## src/rtl/temp_conv_pipe.sv

```systemverilog
// Three-stage Celsius/Fahrenheit converter with valid/ready handshakes on both
// sides, per-request channel tags, range checking and a saturating error count.
module temp_conv_pipe #(
  parameter int W    = 8,
  parameter int CHN  = 4,
  parameter int CMAX = 100,
  localparam int CW  = (CHN > 1) ? $clog2(CHN) : 1
) (
  input  logic          clk,
  input  logic          reset_n,
  input  logic          in_valid,
  output logic          in_ready,
  input  logic          in_format,
  input  logic [W-1:0]  in_data,
  input  logic [CW-1:0] in_ch,
  output logic          out_valid,
  input  logic          out_ready,
  output logic [W-1:0]  out_data,
  output logic [CW-1:0] out_ch,
  output logic          out_err,
  output logic [15:0]   err_cnt,
  input  logic          err_clr
);

  localparam int FMAX = (9 * CMAX + 2) / 5 + 32;
  localparam int IW   = W + 4;
  localparam logic [IW-1:0] CMAX_X = IW'(CMAX);
  localparam logic [IW-1:0] FMAX_X = IW'(FMAX);
  localparam logic [IW-1:0] F0_X   = IW'(32);

  logic          run_q, run_d;
  logic          s1Valid_q, s1Valid_d;
  logic          s1Fmt_q, s1Fmt_d;
  logic [W-1:0]  s1Data_q, s1Data_d;
  logic [CW-1:0] s1Ch_q, s1Ch_d;
  logic          s1Err_q, s1Err_d;
  logic          s2Valid_q, s2Valid_d;
  logic          s2Fmt_q, s2Fmt_d;
  logic [IW-1:0] s2Num_q, s2Num_d;
  logic [CW-1:0] s2Ch_q, s2Ch_d;
  logic          s2Err_q, s2Err_d;
  logic          outValid_q, outValid_d;
  logic [W-1:0]  outData_q, outData_d;
  logic [CW-1:0] outCh_q, outCh_d;
  logic          outErr_q, outErr_d;
  logic [15:0]   errCnt_q, errCnt_d;

  logic          ld1, ld2, ld3, accept, inIllegal;
  logic [IW-1:0] inExt, s1Ext, s1Num;

  // Each stage may load when it is empty or its contents move on this cycle.
  always_comb begin
    ld3 = !outValid_q || out_ready;
    ld2 = !s2Valid_q || ld3;
    ld1 = !s1Valid_q || ld2;
  end

  // run_q keeps the input closed until the first clock after reset releases.
  assign in_ready = run_q && ld1;
  assign accept   = in_valid && in_ready;

  assign inExt = IW'(in_data);
  assign s1Ext = IW'(s1Data_q);

  always_comb begin
    if (in_format) inIllegal = (inExt < F0_X) || (inExt > FMAX_X);
    else           inIllegal = inExt > CMAX_X;
  end

  // Numerator with the rounding bias folded in; illegal requests carry zero.
  always_comb begin
    if (s1Err_q)      s1Num = '0;
    else if (s1Fmt_q) s1Num = (s1Ext - F0_X) * IW'(5) + IW'(4);
    else              s1Num = s1Ext * IW'(9) + IW'(2);
  end

  always_comb begin
    run_d      = 1'b1;
    s1Valid_d  = s1Valid_q;
    s1Fmt_d    = s1Fmt_q;
    s1Data_d   = s1Data_q;
    s1Ch_d     = s1Ch_q;
    s1Err_d    = s1Err_q;
    s2Valid_d  = s2Valid_q;
    s2Fmt_d    = s2Fmt_q;
    s2Num_d    = s2Num_q;
    s2Ch_d     = s2Ch_q;
    s2Err_d    = s2Err_q;
    outValid_d = outValid_q;
    outData_d  = outData_q;
    outCh_d    = outCh_q;
    outErr_d   = outErr_q;
    if (ld1) begin
      s1Valid_d = accept;
      s1Fmt_d   = in_format;
      s1Data_d  = in_data;
      s1Ch_d    = in_ch;
      s1Err_d   = inIllegal;
    end
    if (ld2) begin
      s2Valid_d = s1Valid_q;
      s2Fmt_d   = s1Fmt_q;
      s2Num_d   = s1Num;
      s2Ch_d    = s1Ch_q;
      s2Err_d   = s1Err_q;
    end
    if (ld3) begin
      outValid_d = s2Valid_q;
      outData_d  = s2Err_q ? '0 :
                   W'(s2Fmt_q ? (s2Num_q / IW'(9)) : (s2Num_q / IW'(5) + F0_X));
      outCh_d    = s2Ch_q;
      outErr_d   = s2Err_q;
    end
  end

  // Clear wins over a coincident increment; the count sticks at all-ones.
  always_comb begin
    errCnt_d = errCnt_q;
    if (err_clr)
      errCnt_d = '0;
    else if (accept && inIllegal && (errCnt_q != 16'hFFFF))
      errCnt_d = errCnt_q + 16'd1;
  end

  always_ff @(posedge clk or negedge reset_n) begin
    if (!reset_n) begin
      run_q      <= 1'b0;
      s1Valid_q  <= 1'b0;
      s1Fmt_q    <= 1'b0;
      s1Data_q   <= '0;
      s1Ch_q     <= '0;
      s1Err_q    <= 1'b0;
      s2Valid_q  <= 1'b0;
      s2Fmt_q    <= 1'b0;
      s2Num_q    <= '0;
      s2Ch_q     <= '0;
      s2Err_q    <= 1'b0;
      outValid_q <= 1'b0;
      outData_q  <= '0;
      outCh_q    <= '0;
      outErr_q   <= 1'b0;
      errCnt_q   <= '0;
    end else begin
      run_q      <= run_d;
      s1Valid_q  <= s1Valid_d;
      s1Fmt_q    <= s1Fmt_d;
      s1Data_q   <= s1Data_d;
      s1Ch_q     <= s1Ch_d;
      s1Err_q    <= s1Err_d;
      s2Valid_q  <= s2Valid_d;
      s2Fmt_q    <= s2Fmt_d;
      s2Num_q    <= s2Num_d;
      s2Ch_q     <= s2Ch_d;
      s2Err_q    <= s2Err_d;
      outValid_q <= outValid_d;
      outData_q  <= outData_d;
      outCh_q    <= outCh_d;
      outErr_q   <= outErr_d;
      errCnt_q   <= errCnt_d;
    end
  end

  assign out_valid = outValid_q;
  assign out_data  = outData_q;
  assign out_ch    = outCh_q;
  assign out_err   = outErr_q;
  assign err_cnt   = errCnt_q;

endmodule

```

## config.mk

```make
export PLATFORM = sky130hd
export DESIGN_NAME = temp_conv_pipe
export DESIGN_NICKNAME = d
export VERILOG_FILES = /design/src/rtl/temp_conv_pipe.sv
export SDC_FILE = /design/constraint.sdc
export NUM_CORES = 1
export LEC_CHECK = 0
export BUFFER_PORTS_ARGS = -buffer_cell sky130_fd_sc_hd__buf_2
export CORE_ASPECT_RATIO = 2
export CORE_MARGIN = 10
export CORE_UTILIZATION = 30
export CTS_BUF_LIST = sky130_fd_sc_hd__clkbuf_4
export CTS_CLUSTER_DIAMETER = 100
export DETAILED_ROUTE_END_ITERATION = 10
export GPL_ROUTABILITY_DRIVEN = 0
export MAX_ROUTING_LAYER = met4
export PLACE_DENSITY_LB_ADDON = 0.3
export RECOVER_POWER = 25
export SLEW_MARGIN = 10
export SYNTH_ARGS = -nofsm -noshare
export SYNTH_HDL_FRONTEND = slang
export SYNTH_SLANG_ARGS = --single-unit
```

## constraint.sdc

```tcl
create_clock -name clk -period 12.13 [get_ports clk]
set_input_delay 1.8195 -clock clk [delete_from_list [all_inputs] [get_ports clk]]
set_output_delay 1.8195 -clock clk [all_outputs]
set_load 0.05 [all_outputs]
```

# [Yosys cells after proc, flatten, opt, wreduce, memory -nomap -nowiden]
# Index checks and enable logic that the tools add are counted.
[totals] in_bits=16 wordCells=48 register_bits=59 output_inout_bits=29
[op_classes] multipliers=2 add_sub_neg=5 n_reduce_logical=12 magnitude_cmp=3 eq_ne=1 mux=7 div_mod_pow=2
[ops] cell="16-bit 2-to-1 mux" n=2
[ops] cell="12-bit 2-to-1 mux" n=2
[ops] cell="16-bit by 1-bit adder with 16-bit output (second input constant)" n=1
[ops] cell="8-bit 2-to-1 mux" n=2
[ops] cell="16-bit != test (second input constant)" n=1
[ops] cell="12-bit by 2-bit adder with 12-bit output (second input constant)" n=1
[ops] cell="12-bit by 3-bit adder with 12-bit output (second input constant)" n=1
[ops] cell="12-bit by 3-bit divider with 12-bit output (second input constant)" n=1
[ops] cell="12-bit by 4-bit divider with 12-bit output (second input constant)" n=1
[ops] cell="12-bit by 3-bit multiplier with 12-bit output (second input constant)" n=1
[ops] cell="8-bit by 4-bit multiplier with 12-bit output (second input constant)" n=1
[ops] cell="8-bit by 6-bit subtractor with 9-bit output (second input constant)" n=1
[ops] cell="8-bit by 6-bit adder with 8-bit output (second input constant)" n=1
[ops] cell="8-bit by 7-bit greater-than comparator with 1-bit output (second input constant)" n=1
[ops] cell="8-bit greater-than comparator (second input constant)" n=1
[ops] cell="8-bit by 6-bit less-than comparator with 1-bit output (second input constant)" n=1
[ops] cell="1-bit logical AND" n=4
[ops] cell="1-bit logical OR" n=4
[ops] cell="1-bit zero test" n=3
[ops] cell="2-bit nonzero test" n=1
[ops] cell="1-bit 2-to-1 mux" n=1

# [Longest topological paths before layout]
# Gate-level depths: netlist (run 1).
[depth] depth_word=10 depth_mapped=20 mapped_depth_nobuf=17

# [Least setup slack after synthesis (run 1)]
# OpenSTA, ideal clock, no wires.
[synth_timing] kind="input to output" start="input out_ready" end="output in_ready" required_time_ps=10310 cell_stages=7 path_buffers=3 slack_ps=7035 arrival_ps=3276 path_cell_list="nor2b_1 clkbuf_1 and2_1 clkbuf_1 nand2_1 clkbuf_1 and2_1"
[synth_via] elab_chain_cells=4
[synth_lines] item="start, declared" line="17" source="input logic out_ready,"
[synth_lines] item="1-bit logical OR" line="53" source="ld3 = !outValid_q || out_ready;"
[synth_lines] item="1-bit logical OR" line="54" source="ld2 = !s2Valid_q || ld3;"
[synth_lines] item="1-bit logical OR" line="55" source="ld1 = !s1Valid_q || ld2;"
[synth_lines] item="1-bit logical AND" line="59" source="assign in_ready = run_q && ld1;"
[synth_lines] item="end, declared" line="12" source="output logic in_ready,"
# No other way between the ends.

# [Worst setup path after layout (run 1)]
# Same ends and word-level chain as after synthesis.

==> flow_summary.yaml, run 1 <==
synthesis:
  syn_area_um2: 5890
  async_flop_share_pct: 100
  synth_top_family_by_area: "compound AO/OA/AOI/OAI gates"
  yosysSeqAreaShare_pct: 25.1
  synth_top_area_share_pct: 25.1
  ys_types: 93
  ys_ff_latch: 59
  synth_compound_area_share_pct: 28.4
  yosysWarnings: 0
  synth_simple_gate_area_share_pct: 19.3
  yosysTopAreaCell: "dfrtp_1"
  synthAdderAreaFrac_pct: 9.18
  synth_xor_area_share_pct: 6.82
  synth-edff-count: 0
  syn_inst: 695
  syn_nets: 753
  muxShareOfSynthArea_pct: 5.55
  ys.flop_type: "dfrtp_1"
  synth_area_leaders: "dfrtp_1, ha_1, nand2_1, a21oi_1, mux2_2"
  syn_avg_cell_area_um2: 8.47
power_and_ir_drop:
  p_comb_share_pct: 68.0
  vdd_drop_max_mv: 0.0799
  power.density_nw_per_um2: 211
  p_int_w: 0.000676
  swShare_pct: 49.9
  seq_power_share_pct: 20.0
  power.switching_w: 0.000674
  static-leakage-power_nw: 2.72
  clockPowerShare_pct: 12.0
grt:
  grt_pass1_vias: 5481
  antenna_found_initial: 1
  overflow: 0
  grt_use_total_pct: 13.0
  grt_pass1_wl_um: 27100
  grt_max_degree: 60
route:
  drc: 0
  final_antenna_net_count: 0
  first_iter_violations: 203
  via_per_inst: 5.44
  vias: 5296
  drt_pass1_iterations: 5
  post_drt_wl_per_cell_um: 16.7
  drt-total-wl_um: 16300
critical_path:
  reg2reg_depth: 17
  crit_type: "in -> out"
  required_ns: 10.31
  path_max_fanout: 23
  arrival_ns: 4.66
  start_kind: "input port"
  cp-end-kind: "primary output"
hold_path:
  holdPathStages: 1
  worstHoldPathType: "reg -> reg"
clock_network:
  cts_tree: "built"
  cts.sinks: 59
  cts_buffers: 9
  path_clk_slew_ns: 0.11
  clockRootBuffer: "clkbuf_4"
  clockBufferDepth: 2
  cts_hold_buf: 0
  cts-resized-gates: 0
  htree_levels: 3
  clk_latency_ns: 0.42
  cts_setup_buffers: 0
floorplanning:
  die_x_um: 119
  io_pins: 45
  dieArea_um2: 26000
  start_util_pct: 30.4
  core-area_um2: 19400
  rows: 72
  die_h_um: 218
sta:
  finalHoldViolCount: 0
  fin_setup_tns_ns: 0
  final_max_slew_viol_count: 60
  finalClockSkew_ns: 0.0190
  grt_setup_unrepaired: "no"
  worst_slack_ns: 5.65
  fin_crit_ns: 6.48
  relSlewSlack_pct: -114
  tightest_slew_ns: 3.21
  fin_crit_sh_pct: 53.5
  fmax_mhz: 154
  setup_viol: 0
finish:
  nFillCells: 2039
  final_common_cell: "nand2_1"
  ff_latch_area_um2: 1480
  multi_input_area_um2: 4080
  drive_above_1_share_pct: 16.1
  area_growth_pct: 8.74
  nNetsFinal: 767
  final_cell_mix: "nand2_1, dfrtp_1, nor2_1, a21oi_1, buf_2"
status:
  status: "finished, violations left"
  violations: "max-capacitance violations, max-slew violations"
placed_design:
  hpwl_um: 12900
  io_buffers: 44
  dp_slack_ns: 5.62
job:
  maxCapViolCount: 1
==> sequential cells by signal, summed over array words and instances, names as in the netlist, 2 cells and up <==
name and flops:
s2Ch_q 2, out_ch 2, s2Num_q 12, out_data 8
s1Data_q 8, err_cnt 16, s1Ch_q 2
==> power by group through the flow <==
stage	logic (W)	clock network, W	registers (W)
global route	0.00102	0.000176	0.000277
CTS	0.000921	0.000170	0.000270
global placement	0.000911	0	0.000275
detailed placement	0.000916	0	0.000274
floorplan	0.000719	0	0.000289
finish	0.000918	0.000162	0.000270
==> cells by family (layout without fill, tap and decap cells) <==
family	after synthesis	count (layout)
mux	29	29
buf+inv	74	93
fa+ha+maj	42	42
compound gates	226	226
simple gates	219	219
other cells	1	2
xor+xnor	45	45
flops	59	59
==> synth_stat cells, types with 14 or more instances <==
| library cell | instances |
|---|---|
| nor3_1 | 14 |
| mux2_2 | 19 |
| dfrtp_1 | 59 |
| ha_1 | 40 |
| a21oi_1 | 45 |
| nand2_1 | 62 |
| xor2_1 | 22 |
| clkbuf_1 | 24 |
| o21ai_0 | 41 |
| a22o_1 | 15 |
| inv_1 | 26 |
| xnor2_1 | 22 |
| nor2_1 | 55 |
==> worst paths after layout <==
path                                   startpoint                 endpoint  slack (ns)
hold / removal              s2Valid_q$_DFFE_PN0P_    out_valid$_DFFE_PN0P_        0.49
max in group asynchronous                 reset_n   s2Num_q[6]$_DFFE_PN0P_        7.75
setup / recovery                        out_ready                 in_ready        5.65
setup reg to reg           s2Num_q[8]$_DFFE_PN0P_  out_data[0]$_DFFE_PN0P_        6.45
hold reg to reg             s2Valid_q$_DFFE_PN0P_    out_valid$_DFFE_PN0P_        0.49
min in group asynchronous                 reset_n  out_data[5]$_DFFE_PN0P_        2.54
==> final cells by class <==
class	instances	share of cell area [%]
clock buffer	11	1.29
tap	259	5.06
antenna	1	0.0391
clock inverter	5	1.21
inverter	29	1.70
multi-input combinational	562	63.8
sequential	59	23.1
timing repair buffer	48	3.85
==> critical path, stage by stage <==
cell and delay, ns:
buf_2 0.10, nor2b_1 0.76, and2_1 0.79, nand2_1 0.62, and2_1 0.35, buf_2 0.21
==> stage by stage <==
stage,std cells,hold slack [ns],power [W],instance area (um2),util [%]
3_3_place_gp,957,0.467,0.00119,6240,32.2
5_1_grt,974,0.524,0.00147,6400,33.0
3_5_place_dp,957,0.475,0.00119,6240,32.2
6_report,974,0.493,0.00135,6400,33.0
4_1_cts,973,0.495,0.00136,6400,33.1
2_1_floorplan,695,0.430,0.00101,5890,-
==> layer usage <==
metal  wire, um  global-route usage [%]  vias to the layer above
li1           -                       -                     2605
met1       5790                    11.5                     2552
met2       9540                    25.7                      101
met3        352                    1.50                       38
met4        571                    7.04                        0
met5          0                       -                        -
Power figures use the tool's default switching activity.
==> run 2, diff against run 1 <==
--- a/config.mk
+++ b/config.mk
@@ -5,6 +5,7 @@
 export SDC_FILE = /design/constraint.sdc
 export NUM_CORES = 1
 export LEC_CHECK = 0
+export ABC_AREA = 1
 export BUFFER_PORTS_ARGS = -buffer_cell sky130_fd_sc_hd__buf_2
 export CORE_ASPECT_RATIO = 2
 export CORE_MARGIN = 10
==> constraint.sdc (replaced) <==
create_clock -name clk -period 5.9 [get_ports clk]
set_input_delay 0.885 -clock clk [delete_from_list [all_inputs] [get_ports clk]]
set_output_delay 0.885 -clock clk [all_outputs]
set_load 0.05 [all_outputs]
==> run 2 against run 1 <==
  * The run still ends with max-capacitance violations, max-slew violations left
  * Sequential share of layout area rose by 2.5 points
  * Die area fell by 10%
  * First-iteration DRC count is 40% lower
  * Global-route usage is 1.7 points lower
  * Cell count up 2.5%
  * Non-clock buffer count fell by 2
  * Highest routed layer unchanged
==> flow_summary.yaml, run 2 <==
finish:
  nFillCells: 1834
  multi_input_area_um2: 3270
  drive_above_1_share_pct: 19.8
  area_growth_pct: 11.3
  ff_latch_area_um2: 1480
  nNetsFinal: 841
  n_antenna_cell: 0
  final_common_cell: "nand2_1"
  final_cell_mix: "nand2_1, inv_1, nor2_1, dfrtp_1, nand3_1"
  largest_reg_flops: 16
route:
  first_iter_violations: 122
  drc: 0
  vias: 4805
  drt_pass1_iterations: 4
  post_drt_wl_per_cell_um: 12.5
  via_per_inst: 4.81
  drt-total-wl_um: 12500
  final_antenna_net_count: 0
sta:
  final_max_slew_viol_count: 60
  fin_crit_sh_pct: 73.0
  fin_crit_ns: 4.30
  finalHoldViolCount: 0
  fin_setup_tns_ns: 0
  tightest_slew_ns: 3.33
  fmax_mhz: 232
  relSlewSlack_pct: -122
  setup_viol: 0
  grt_setup_unrepaired: "no"
  finalClockSkew_ns: 0.0222
synthesis:
  syn_avg_cell_area_um2: 7.06
  syn_nets: 794
  yosysTopAreaCell: "dfrtp_1"
  synth_top_area_share_pct: 28.4
  synth-edff-count: 0
  synth_area_leaders: "dfrtp_1, nand2_1, ha_1, inv_1, nand3_1"
  ys.flop_type: "dfrtp_1"
  async_flop_share_pct: 100
  syn_area_um2: 5190
  ys_ff_latch: 59
  yosysSeqAreaShare_pct: 28.4
  ys_types: 51
  syn_inst: 736
  synth.most_common_cell: "nand2_1"
  yosys-top-cells-count: "nand2_1, inv_1, nor2_1"
  yosysWarnings: 0
floorplanning:
  io_pins: 45
  die_x_um: 113
  core-area_um2: 17100
  start_util_pct: 30.4
  rows: 68
  die_h_um: 206
  dieArea_um2: 23300
hold_path:
  worstHoldPathType: "reg -> reg"
  hp-start: "s1Valid_q$_DFFE_PN0N_"
clock_network:
  clockRootBuffer: "clkbuf_4"
  htree_levels: 3
  cts_buffers: 9
  clockBufferDepth: 2
  cts.sinks: 59
  cts_setup_buffers: 0
  path_clk_slew_ns: 0.14
  cts-resized-gates: 0
  cts_tree: "built"
  cts_hold_buf: 0
  clk_latency_ns: 0.43
grt:
  grt_use_total_pct: 11.2
  overflow: 0
  grt_pass1_wl_um: 21700
  grt_pass1_vias: 4741
  grt_max_degree: 60
  antenna_found_initial: 0
critical_path:
  worst_path_largest_cell_delay_ns: 0.55
  required_ns: 6.23
  path_max_fanout: 7
  crit_slowest_cell: "dfrtp_1"
  arrival_ns: 4.64
  cp-end-kind: "flip-flop"
  crit_type: "reg -> reg"
  start_kind: "flip-flop"
  crit_top_cell: "nand2_2"
  startpoint: "s2Num_q[8]$_DFFE_PN0P_"
  r2r_start: "s2Num_q[8]$_DFFE_PN0P_"
status:
  violations: "max-capacitance violations, max-slew violations"
  status: "finished, violations left"
job:
  maxCapViolCount: 1
placed_design:
  hpwl_um: 9720
  io_buffers: 44
==> run 2: cell type report <==
| class | instances | share of cell area, % |
|---|---|---|
| clock buffer | 9 | 1.17 |
| tap | 210 | 4.55 |
| inverter | 102 | 6.75 |
| clock inverter | 7 | 1.43 |
| timing repair buffer | 46 | 3.94 |
| sequential | 59 | 25.5 |
| multi-input combinational | 565 | 56.6 |
==> run 2: worst paths after layout <==
check / end / cells after the start / slack [ns]
setup / recovery: out_data[0]$_DFFE_PN0P_ / 38 / 1.60
hold / removal: s2Valid_q$_DFFE_PN0P_ / 1 / 0.46
setup reg to reg: out_data[0]$_DFFE_PN0P_ / 38 / 1.60
hold reg to reg: s2Valid_q$_DFFE_PN0P_ / 1 / 0.46
max in group asynchronous: s2Num_q[9]$_DFFE_PN0P_ / 2 / 2.37
min in group asynchronous: err_cnt[11]$_DFFE_PN0P_ / 2 / 1.63
==> run 2: cell families (layout without fill, tap and decap cells) <==
logic type,Yosys count,in the layout,share of synthesized area (%)
AOI/OAI and AO/OA,124,124,14.0
xor gates and xnor gates,14,14,2.36
adders and majority gates,42,42,10.4
buffers and inverters,112,164,8.53
DFF,59,59,28.4
muxes,6,6,1.28
other,1,1,0.0722
and+or+nand+nor,378,378,34.9
==> run 2: worst max-delay path: cells and delay by family (launching register included) <==
| family | cells | cell delay [ns] |
|---|---|---|
| buffers and inverters | 2 | 0.13 |
| flip-flops | 1 | 0.55 |
| AND/OR/NAND/NOR | 35 | 3.34 |
| adder cells (fa/ha/maj) | 1 | 0.16 |
==> run 2: metal layers <==
metal	up-vias	wire length [um]	track usage (%)	part of all wire, %
li1	2516	-	-	-
met1	2215	5760	13.2	46
met2	59	6250	19.0	50
met3	15	284	1.77	2.3
met4	0	186	3.69	1.5
met5	-	0	-	0
==> run 2: stage by stage <==
| step | util (%) | hold slack [ns] | area [um2] | cells | worst slack (ns) |
|---|---|---|---|---|---|
| floorplan | - | 0.423 | 5190 | 736 | 2.15 |
| global placement | 33.0 | 0.453 | 5640 | 982 | 1.71 |
| detailed placement | 33.0 | 0.450 | 5640 | 982 | 1.63 |
| CTS | 33.8 | 0.472 | 5790 | 998 | 1.58 |
| global route | 33.8 | 0.489 | 5780 | 998 | 1.02 |
| finish | 33.8 | 0.464 | 5780 | 998 | 1.60 |
Power of run 2 is not shown: default switching activity piles up to over one toggle a cycle in this logic, so the estimate is an artifact.
